===== config.mk =====
export PLATFORM = sky130hd
export DESIGN_NAME = uart_tx_sequencer
export DESIGN_NICKNAME = d
export VERILOG_FILES = /design/src/rtl/uart_tx_sequencer.sv
export SDC_FILE = /design/constraint.sdc
export NUM_CORES = 1
export LEC_CHECK = 0
export CORE_MARGIN = 2
export CORE_UTILIZATION = 45
export DETAILED_ROUTE_END_ITERATION = 8
export PLACE_DENSITY = 0.89
export SLEW_MARGIN = 20
export SYNTH_ARGS = -nofsm -noshare
export SYNTH_HDL_FRONTEND = slang
export SYNTH_SLANG_ARGS = --single-unit

===== constraint.sdc =====
create_clock -name i_clk -period 2.2 [get_ports i_clk]
set_input_delay 0.33 -clock i_clk [delete_from_list [all_inputs] [get_ports i_clk]]
set_output_delay 0.33 -clock i_clk [all_outputs]
set_load 0.02 [all_outputs]

===== src/rtl/uart_tx_sequencer.sv =====
// UART mailbox sequencer: reads a length and packed payload, serialises bytes on o_tx.
// Optional UART_SEQ_PARITY_EN adds an even parity bit (8E1 instead of 8N1).
module uart_tx_sequencer #(
  parameter int          CLKS_PER_BIT   = 434,
  parameter int          LEN_IDX        = 254,
  parameter int          FLAG_IDX       = 255,
  parameter int          WR_ADDR_OFFSET = 32,
  parameter logic [31:0] DONE_VALUE     = 32'h1
) (
  input  logic        i_clk,
  input  logic        i_rst,
  input  logic        i_start,
  input  logic [31:0] i_rd_data,
  output logic [31:0] o_rd_addr,
  output logic [31:0] o_wr_addr,
  output logic [31:0] o_wr_data,
  output logic        o_wr_en,
  output logic        o_tx,
  output logic        o_busy,
  output logic        o_done
);

  localparam int BW = (CLKS_PER_BIT > 2) ? $clog2(CLKS_PER_BIT) : 1;
  localparam logic [BW-1:0] BAUD_LAST = BW'(CLKS_PER_BIT - 1);
  localparam logic [9:0] MAX_LEN = 10'(4 * LEN_IDX);

`ifdef UART_SEQ_PARITY_EN
  localparam int SW = 10;
  localparam logic [3:0] BIT_LAST = 4'd10;
`else
  localparam int SW = 9;
  localparam logic [3:0] BIT_LAST = 4'd9;
`endif

  localparam logic [2:0] IDLE     = 3'd0;
  localparam logic [2:0] LEN      = 3'd1;
  localparam logic [2:0] FETCH    = 3'd2;
  localparam logic [2:0] SHIFT    = 3'd3;
  localparam logic [2:0] DONE     = 3'd4;
  localparam logic [2:0] WAIT_CLR = 3'd5;

  logic [2:0]    state;
  logic [9:0]    len;
  logic [9:0]    byte_idx;
  logic [3:0]    bit_cnt;
  logic [BW-1:0] baud;
  logic [SW-1:0] shreg;
  logic          tx;

  logic [7:0]    fetch_byte;
  logic [9:0]    len_raw;
  logic [9:0]    len_clamp;
  logic [9:0]    next_idx;
  logic [SW-1:0] load;

  // Little-endian byte select and length clamp from the combinational read port
  always_comb begin
    fetch_byte = i_rd_data[7:0];
    unique case (1'b1)
      byte_idx[1:0] == 2'd1: fetch_byte = i_rd_data[15:8];
      byte_idx[1:0] == 2'd2: fetch_byte = i_rd_data[23:16];
      byte_idx[1:0] == 2'd3: fetch_byte = i_rd_data[31:24];
      default:               fetch_byte = i_rd_data[7:0];
    endcase
    len_raw   = i_rd_data[9:0];
    len_clamp = (len_raw > MAX_LEN) ? MAX_LEN : len_raw;
    next_idx  = byte_idx + 10'd1;
`ifdef UART_SEQ_PARITY_EN
    load      = {1'b1, ^fetch_byte, fetch_byte};
`else
    load      = {1'b1, fetch_byte};
`endif
  end

  // Read index follows the state so data is valid in the same cycle
  always_comb begin
    o_rd_addr = 32'd0;
    unique case (1'b1)
      state == LEN:   o_rd_addr = 32'(LEN_IDX);
      state == FETCH: o_rd_addr = {24'd0, byte_idx[9:2]};
      state == SHIFT: o_rd_addr = {24'd0, byte_idx[9:2]};
      default:        o_rd_addr = 32'd0;
    endcase
  end

  // Flag write and status decoded from state
  always_comb begin
    o_busy    = (state != IDLE);
    o_done    = (state == DONE);
    o_wr_en   = (state == DONE);
    o_wr_addr = 32'd0;
    o_wr_data = 32'd0;
    if (state == DONE) begin
      o_wr_addr = 32'(FLAG_IDX + WR_ADDR_OFFSET);
      o_wr_data = DONE_VALUE;
    end
  end

  assign o_tx = tx;

  // Sequencer FSM, baud timing and serial shifter
  always_ff @(posedge i_clk or posedge i_rst) begin
    if (i_rst) begin
      state    <= IDLE;
      len      <= '0;
      byte_idx <= '0;
      bit_cnt  <= '0;
      baud     <= '0;
      shreg    <= '0;
      tx       <= 1'b1;
    end else begin
      case (state)
        IDLE: begin
          if (i_start) state <= LEN;
        end
        LEN: begin
          len      <= len_clamp;
          byte_idx <= '0;
          state    <= (len_clamp == 10'd0) ? DONE : FETCH;
        end
        FETCH: begin
          shreg   <= load;
          tx      <= 1'b0;
          bit_cnt <= '0;
          baud    <= '0;
          state   <= SHIFT;
        end
        SHIFT: begin
          if (baud == BAUD_LAST) begin
            baud <= '0;
            if (bit_cnt == BIT_LAST) begin
              byte_idx <= next_idx;
              state    <= (next_idx == len) ? DONE : FETCH;
            end else begin
              bit_cnt <= bit_cnt + 4'd1;
              tx      <= shreg[0];
              shreg   <= {1'b1, shreg[SW-1:1]};
            end
          end else begin
            baud <= baud + BW'(1);
          end
        end
        DONE: begin
          state <= WAIT_CLR;
        end
        WAIT_CLR: begin
          if (!i_start) state <= IDLE;
        end
        default: state <= IDLE;
      endcase
    end
  end

endmodule


==> metrics.csv, run 1 <==
metric,value,unit
drtPass1Iterations,5,
rrSetupSlack,0.11,ns
avgRoutedWirePerCell,13.9,um
io_pins,135,
grt_pass1_vias,2794,
slew_headroom,61.1,%
yosysTopAreaCell,dfrtp_1,
first_iter_violations,164,
synth_edf_count,0,
start_util,46.4,%
num_rows,32,
wl,7.98,mm
whs_path_depth,2,
synthToLayoutAreaGrowth,13.3,%
fin_setup_tns,0,ns
fmax,0.470,GHz
clock_latency,0.30,ns
synth_area_leaders,"dfrtp_1, buf_4, nand2_1, o21ai_0, mux2i_1",
finalHoldViolCount,0,
worstSetupPathType,reg2out,
setup_violations,0,
grt-busiest-layer,met2,
final_max_slew_viol_count,0,
synth_warnings,0,
synth.ff_latch_count,46,
nets,516,
r2r_start,byte_idx[0]$_DFFE_PP0P_,
synth_top_flop_cell,dfrtp_1,
antenna_found_initial,0,
final_area,4040,um2
die_area,8660,um2
ys_seq_area_share,32.3,%
worst_pin_slew,0.584,ns
grt.overflow.total,0,
met3_usage,3.87,%
synthMostInstantiatedCell,buf_4,
clkTransAtPathRegs,0.09,ns
drv_cap,0,
worstRegToRegCells,6,
postCtsHoldBufs,0,
gp_congestion,0.904,
status,finished clean,
synth_common_cells,"buf_4, nand2_1, dfrtp_1, o21ai_0, inv_1",
synth_top_area_share,31.6,%
worst_r2r_endpoint,state[1]$_DFFE_PP0P_,
pre_cts_ws,0.0619,ns
crit_path_end_kind,primary output,
hp-class,reg2reg,
grt_util_met1,24.7,%
fin_crit_sh,96.7,%
core_area,7690,um2
grt_usage,18.6,%
synthArstFlopShare,100,%
root_buffer,clkbuf_8,
fin_crit,2.13,ns
antenna_cells,0,
use_met2,30.6,%
cts_tree,built,
synth_area,3570,um2
final.setup_skew,0.00787,ns
hp-start,o_tx$_DFFE_PP1P_,
synthCells,422,
ant_nets,0,
grt_pass1_wl,13.2,mm
vias,2992,
p_per_area,474,nW/um2
clk_path_buf_depth,2,
avgSynthCellArea,8.46,um2
final_util,52.6,%
grt_setup_unrepaired,false,
worst_slack,0.0724,ns
die_h,93.1,um
ys_types,50,
h-tree-depth,2,
fin_total_pwr,1.92,mW
dp_hpwl,6.23,mm
worstPathRequired,1.87,ns
arrival,1.80,ns
io_buffers,53,
worstPathMaxFanout,10,
p_leak,2.03,nW
placedInstanceArea,3930,um2
drive_gt1_share,8.02,%
grt_max_degree,47,
avgViaCountPerCell,5.19,
die_width,93.1,um
clock_sinks,46,
cts_buffers,5,
hold_path_end,o_tx$_DFFE_PP1P_,
peakVddDrop,0.237,mV
drcViolationCount,0,
crit_path_start_kind,register,
-- layout make-up --
| cell class | count | area (um2) |
|---|---|---|
| clock inverters | 3 | 21.3 |
| well taps | 102 | 128 |
| fillers | 691 | 3640 |
| multi-input cells | 326 | 1890 |
| repair buffers | 76 | 714 |
| inverters | 18 | 67.6 |
| flip-flops and latches | 46 | 1150 |
| clock buffers | 5 | 68.8 |
-- power breakdown --
group,switching (mW),internal [mW]
clock network,0.303,0.224
registers,0.0756,0.924
logic,0.248,0.142
-- stage by stage --
stage                     hold WS, ns  std cells
after floorplan                 0.434        502
after global placement          0.453        567
after detailed placement        0.452        567
after CTS                       0.478        575
after global routing            0.495        576
final                           0.474        576
-- worst max path at each step --
stage / start / to / slack, ns / cells past startpoint
2_1_floorplan: byte_idx[0]$_DFFE_PP0P_ / state[1]$_DFFE_PP0P_ / 0.21 / 6
3_3_place_gp: i_rd_data[6] / state[1]$_DFFE_PP0P_ / 0.08 / 6
3_5_place_dp: i_rd_data[6] / state[1]$_DFFE_PP0P_ / 0.06 / 6
4_1_cts: state[1]$_DFFE_PP0P_ / o_busy / 0.03 / 3
5_1_grt: state[1]$_DFFE_PP0P_ / o_wr_addr[2] / 0.0009 / 3
6_report: state[1]$_DFFE_PP0P_ / o_wr_addr[1] / 0.07 / 3
-- cells in the final DEF (no fill, tap or decap), types with 7 or more instances in the layout --
master / instances
mux2i_1: 16
o21ai_1: 12
dlymetal6s2s_1: 7
nand2_1: 47
o21ai_0: 32
nand3_1: 8
o31ai_1: 7
xnor2_1: 8
ha_1: 8
nor2_1: 14
dfrtp_1: 45
nand2b_1: 9
dlygate4sd2_1: 8
conb_1: 81
inv_1: 17
a21oi_1: 8
buf_4: 22
clkdlybuf4s50_1: 38
a222oi_1: 8
-- registers in the layout (all words and copies together) (netlist names) --
signal    flops
len          10
o_tx          1
byte_idx     10
bit_cnt       4
baud          9
shreg         9
state         3
-- cells by family (layout without fill, tap and decap cells) --
group | count (synthesis) | after routing | share of synthesized area, %
other | 1 | 81 | 0.105
adder cells (fa/ha/maj) | 8 | 8 | 2.81
multiplexers | 16 | 16 | 4.49
AND/OR/NAND/NOR | 118 | 118 | 17.4
buffers and inverters | 130 | 102 | 23.3
AO/OA/AOI/OAI | 91 | 91 | 16.7
flip-flops | 46 | 46 | 32.3
XOR/XNOR | 12 | 12 | 2.95
-- worst max-delay path: stages (launching register included) --
cell and delay, ns:
dfrtp_1 0.43, inv_1 0.13, and3_2 0.30, clkdlybuf4s50_1 0.63
-- layer usage --
metal  share of wire (%)  vias to the layer above  wire, um
met5                   0                        -         0
met4                 1.8                        0       147
met3                 7.4                       20       588
met2                  49                      166      3940
met1                  41                     1406      3300
li1                    -                     1400         -
-- repair_timing --
action                                  4_1_cts  5_1_grt
pin swaps                                     0        1
setup buffers                                 0        1
endpoints found under the setup margin       17       21
gates resized for setup                      11       10
(Power assumes the default switching activity.)
==> run 2, diff against run 1 <==
CORE_MARGIN = 3   (was 2)
==> metrics.csv, run 2 (same netlist as run 1, synthesis figures left out) <==
metric,value,unit
wl,8.05,mm
gp_congestion,0.962,
cts_tree,built,
worstPathRequired,1.87,ns
nets,517,
drive_gt1_share,8.21,%
worstSetupPathType,reg2out,
status,finished clean,
h-tree-depth,2,
layout.area.seq,1150,um2
fmax,0.488,GHz
peakVddDrop,0.309,mV
synthToLayoutAreaGrowth,14.8,%
drcViolationCount,0,
setup_violations,0,
postCtsHoldBufs,0,
clk_path_buf_depth,2,
vias,2977,
num_rows,31,
final_util,54.7,%
clock_latency,0.30,ns
fin_setup_tns,0,ns
final_max_slew_viol_count,0,
antenna_cells,0,
slew_headroom,61.1,%
grt.overflow.total,0,
cts_buffers,5,
fin_crit,2.05,ns
antenna_found_initial,0,
io_buffers,53,
hp-class,in2async,
start_util,47.7,%
drv_cap,0,
grt_pass1_vias,2769,
drtPass1Iterations,4,
arrival,1.72,ns
fin_crit_sh,93.1,%
grt_pass1_wl,12.9,mm
avgViaCountPerCell,5.19,
finalHoldViolCount,0,
dp_hpwl,6.21,mm
reg_top3,"byte_idx: 10 flops, len: 10 flops",
final.setup_skew,0.00680,ns
core_area,7490,um2
avgRoutedWirePerCell,14.0,um
grt_max_degree,47,
ant_nets,0,
clkTransAtPathRegs,0.09,ns
die_width,95.1,um
io_pins,135,
root_buffer,clkbuf_8,
p_per_area,527,nW/um2
crit_path_end_kind,primary output,
worst_pin_slew,0.584,ns
crit_path_start_kind,register,
grt_usage,17.7,%
multi_input_area,1890,um2
first_iter_violations,214,
die_area,9030,um2
clock_sinks,46,
worstPathMaxFanout,16,
final_common_cell,conb_1,
grt_setup_unrepaired,false,
die_h,95.1,um
nFillCells,673,
p_leak,2.08,nW
final_cell_mix,"conb_1, nand2_1, dfrtp_1",
## run 2: cell types whose count changed in the layout (fill, tap and decap cells not counted), moves of 2 or more
cell             before  now
bufinv_16             0    2
clkdlybuf4s50_1      38   35
dlygate4sd2_1         8   11
o21ai_1              12   10
o21ai_0              32   34
## run 2: power breakdown
| group | switching [mW] | internal, mW |
|---|---|---|
| clock network | 0.294 | 0.485 |
| logic | 0.244 | 0.142 |
| registers | 0.0708 | 0.924 |
## run 2: worst paths after layout
| path | startpoint | end | slack, ns | cells past startpoint |
|---|---|---|---|---|
| max | state[1]$_DFFE_PP0P_ | o_rd_addr[0] | 0.15 | 5 |
| min | i_rst | shreg[6]$_DFFE_PP0P_ | 0.48 | 3 |
| max reg2reg | byte_idx[0]$_DFFE_PP0P_ | state[1]$_DFFE_PP0P_ | 0.20 | 6 |
| min reg2reg | o_tx$_DFFE_PP1P_ | o_tx$_DFFE_PP1P_ | 0.48 | 2 |
| max in group asynchronous | i_rst | state[2]$_DFFE_PP0P_ | 1.33 | 3 |
| min in group i_clk | o_tx$_DFFE_PP1P_ | o_tx$_DFFE_PP1P_ | 0.48 | 2 |
## run 2: final cells by class
| cell class | count | area share, % |
|---|---|---|
| sequential | 46 | 28.1 |
| clock buffer | 6 | 2.02 |
| tap | 99 | 3.02 |
| timing repair buffer | 77 | 17.5 |
| multi-input combinational | 326 | 46.2 |
| inverter | 18 | 1.65 |
| clock inverter | 2 | 1.47 |
## run 2: critical path: stages, from the launching register on
cell and delay (ns):
dfrtp_1 0.42, inv_1 0.12, nor2_1 0.19, buf_6 0.20
and2_1 0.15, dlygate4sd2_1 0.33
## run 2: layer usage
layer  vias to the layer above  GRT usage, %  wire, um
met1                      1401          23.1      3400
met4                         0          6.73       179
met5                         -             0         0
met3                        17          4.26       650
li1                       1399             -         -
met2                       160          28.5      3820
## run 2: metrics by stage
stage / instance area, um2 / cells / power [mW] / setup WS, ns / hold slack (ns)
2_1_floorplan: 3870 / 502 / 1.38 / 0.215 / 0.434
3_3_place_gp: 3930 / 565 / 1.38 / 0.155 / 0.454
3_5_place_dp: 3930 / 565 / 1.39 / 0.0520 / 0.463
4_1_cts: 4070 / 573 / 2.17 / 0.000649 / 0.477
5_1_grt: 4100 / 574 / 2.27 / 0.0454 / 0.485
6_report: 4100 / 574 / 2.16 / 0.151 / 0.475
## run 2: repair_timing
action,4_1_cts,5_1_grt
setup buffers,0,1
pin swaps,0,2
setup endpoints to repair,17,12
gates resized for setup,14,8
==> run 3, diff against run 2 <==
clock period = 2.3 ns   (was 2.2 ns; I/O delays follow)
==> metrics.csv, run 3 (same netlist as run 1, synthesis figures left out) <==
metric,value,unit
status,finished clean,
crit_buf_inv,2,
ant_nets,0,
final_cell_mix,"conb_1, nand2_1, dfrtp_1",
drv_cap,0,
start_util,47.7,%
h-tree-depth,2,
avgRoutedWirePerCell,14.0,um
fin_crit,2.22,ns
worstPathRequired,1.96,ns
antenna_found_initial,0,
top_layer,met4,
cpMaxStageDelayCell,clkdlybuf4s50_1,
crit_chain,inv_1 > and3_2 > clkdlybuf4s50_1,
max_stage_delay,0.65,ns
worstRegToRegCells,7,
drtPass1Iterations,6,
slew_headroom,61.3,%
p_per_area,457,nW/um2
hp-start,o_tx$_DFFE_PP1P_,
crit_path_end_kind,primary output,
hp-class,reg2reg,
io_buffers,53,
fin_setup_tns,0,ns
die_width,95.1,um
reg_top3,"byte_idx: 10 flops, len: 10 flops",
clk_path_buf_depth,2,
rrSetupSlack,0.21,ns
final_common_cell,conb_1,
fin_crit_sh,96.4,%
grt_setup_unrepaired,false,
core_area,7490,um2
worstSetupPathType,reg2out,
synthToLayoutAreaGrowth,10.9,%
die_area,9030,um2
dr_wl_met2,3.90,mm
final.setup_skew,0.0102,ns
drcViolationCount,0,
whs_path_depth,2,
met3_length,711,um
p_leak,1.92,nW
grt_pass1_vias,2788,
die_h,95.1,um
root_buffer,clkbuf_8,
worst_r2r_endpoint,byte_idx[4]$_DFFE_PP0P_,
io_pins,135,
nets,509,
clock_sinks,46,
r2r_start,baud[1]$_DFFE_PP0N_,
worst_pin_slew,0.580,ns
setup_violations,0,
worstPathMaxFanout,10,
grt_usage,17.6,%
dp_hpwl,6.01,mm
peakVddDrop,0.336,mV
clock_latency,0.31,ns
finalHoldViolCount,0,
wl,7.89,mm
grt_pass1_wl,12.7,mm
cts_buffers,5,
grt_max_degree,47,
crit_path_start_kind,register,
antenna_cells,0,
final_util,52.9,%
vias,2951,
hold_path_end,o_tx$_DFFE_PP1P_,
num_rows,31,
avgViaCountPerCell,5.22,
met1Wirelength,3.20,mm
cts_tree,built,
fmax,0.451,GHz
critPathTopFamily,buffers and inverters,
grt.overflow.total,0,
drive_gt1_share,6.01,%
clkTransAtPathRegs,0.09,ns
gp_congestion,0.871,
final_max_slew_viol_count,0,
arrival,1.87,ns
first_iter_violations,233,
nFillCells,678,
==> run 3: cell types whose count changed in the layout (fill, tap and decap cells not counted), sizes merged <==
cell | previous run | this run
buf | 24 | 16
dlygate4sd2 | 11 | 8
clkdlybuf4s50 | 35 | 43
clkbuf | 6 | 5
dlymetal6s2s | 7 | 2
clkinv | 0 | 2
bufinv | 2 | 0
==> run 3: layout make-up <==
type | count | area [um2] | share of cell area, %
clock inverters | 2 | 10.0 | 0.253
inverters | 18 | 67.6 | 1.71
clock buffers | 5 | 68.8 | 1.74
well taps | 99 | 124 | 3.13
multi-input cells | 326 | 1890 | 47.7
flip-flops and latches | 46 | 1150 | 29.1
repair buffers | 69 | 649 | 16.4
==> run 3: metal layers <==
| layer | up-vias | track usage, % |
|---|---|---|
| met3 | 10 | 3.31 |
| met5 | - | 0 |
| met2 | 175 | 30.2 |
| li1 | 1375 | - |
| met4 | 0 | 4.69 |
| met1 | 1391 | 22.6 |
==> run 3: where the power goes <==
| group | leakage [nW] | switching, mW | internal (mW) |
|---|---|---|---|
| combinational | 1.33 | 0.236 | 0.133 |
| sequential | 0.547 | 0.0710 | 0.883 |
| clock | 0.0438 | 0.280 | 0.205 |
==> run 3: repair_timing <==
item                                    in CTS  in global routing
endpoints found under the setup margin      17                  6
hold buffers                                 0                  0
resized for setup                           10                  2
buffers inserted                             0                  1
hold endpoints to repair                     0                  0
pin swaps                                    0                  1
==> run 3: how the worst max path moves through the flow <==
stage	startpoint	end	slack, ns	cells after the start
final	state[0]$_DFFE_PP0P_	o_wr_addr[8]	0.08	3
after global routing	state[0]$_DFFE_PP0P_	o_wr_addr[8]	0.005	3
after CTS	state[0]$_DFFE_PP0P_	o_busy	0.07	3
after detailed placement	i_rd_data[9]	state[1]$_DFFE_PP0P_	0.12	6
after global placement	i_rd_data[9]	state[1]$_DFFE_PP0P_	0.17	6
after floorplan	byte_idx[0]$_DFFE_PP0P_	state[1]$_DFFE_PP0P_	0.31	6
==> run 3: worst min-delay path, stage by stage, from the launching register on <==
cell	delay (ns)
dfstp_2	0.37
nand2_1	0.05
o21ai_1	0.05
==> run 3: per-stage QoR <==
step                      hold slack [ns]  setup WS [ns]  instances  total power [mW]  area (um2)
after global routing                0.500        0.00512        565              1.90        3960
final                               0.472         0.0834        565              1.81        3960
after detailed placement            0.462          0.121        557              1.34        3870
after global placement              0.456          0.167        557              1.31        3870
after CTS                           0.479         0.0708        564              1.80        3950
after floorplan                     0.434          0.315        502              1.32        3870
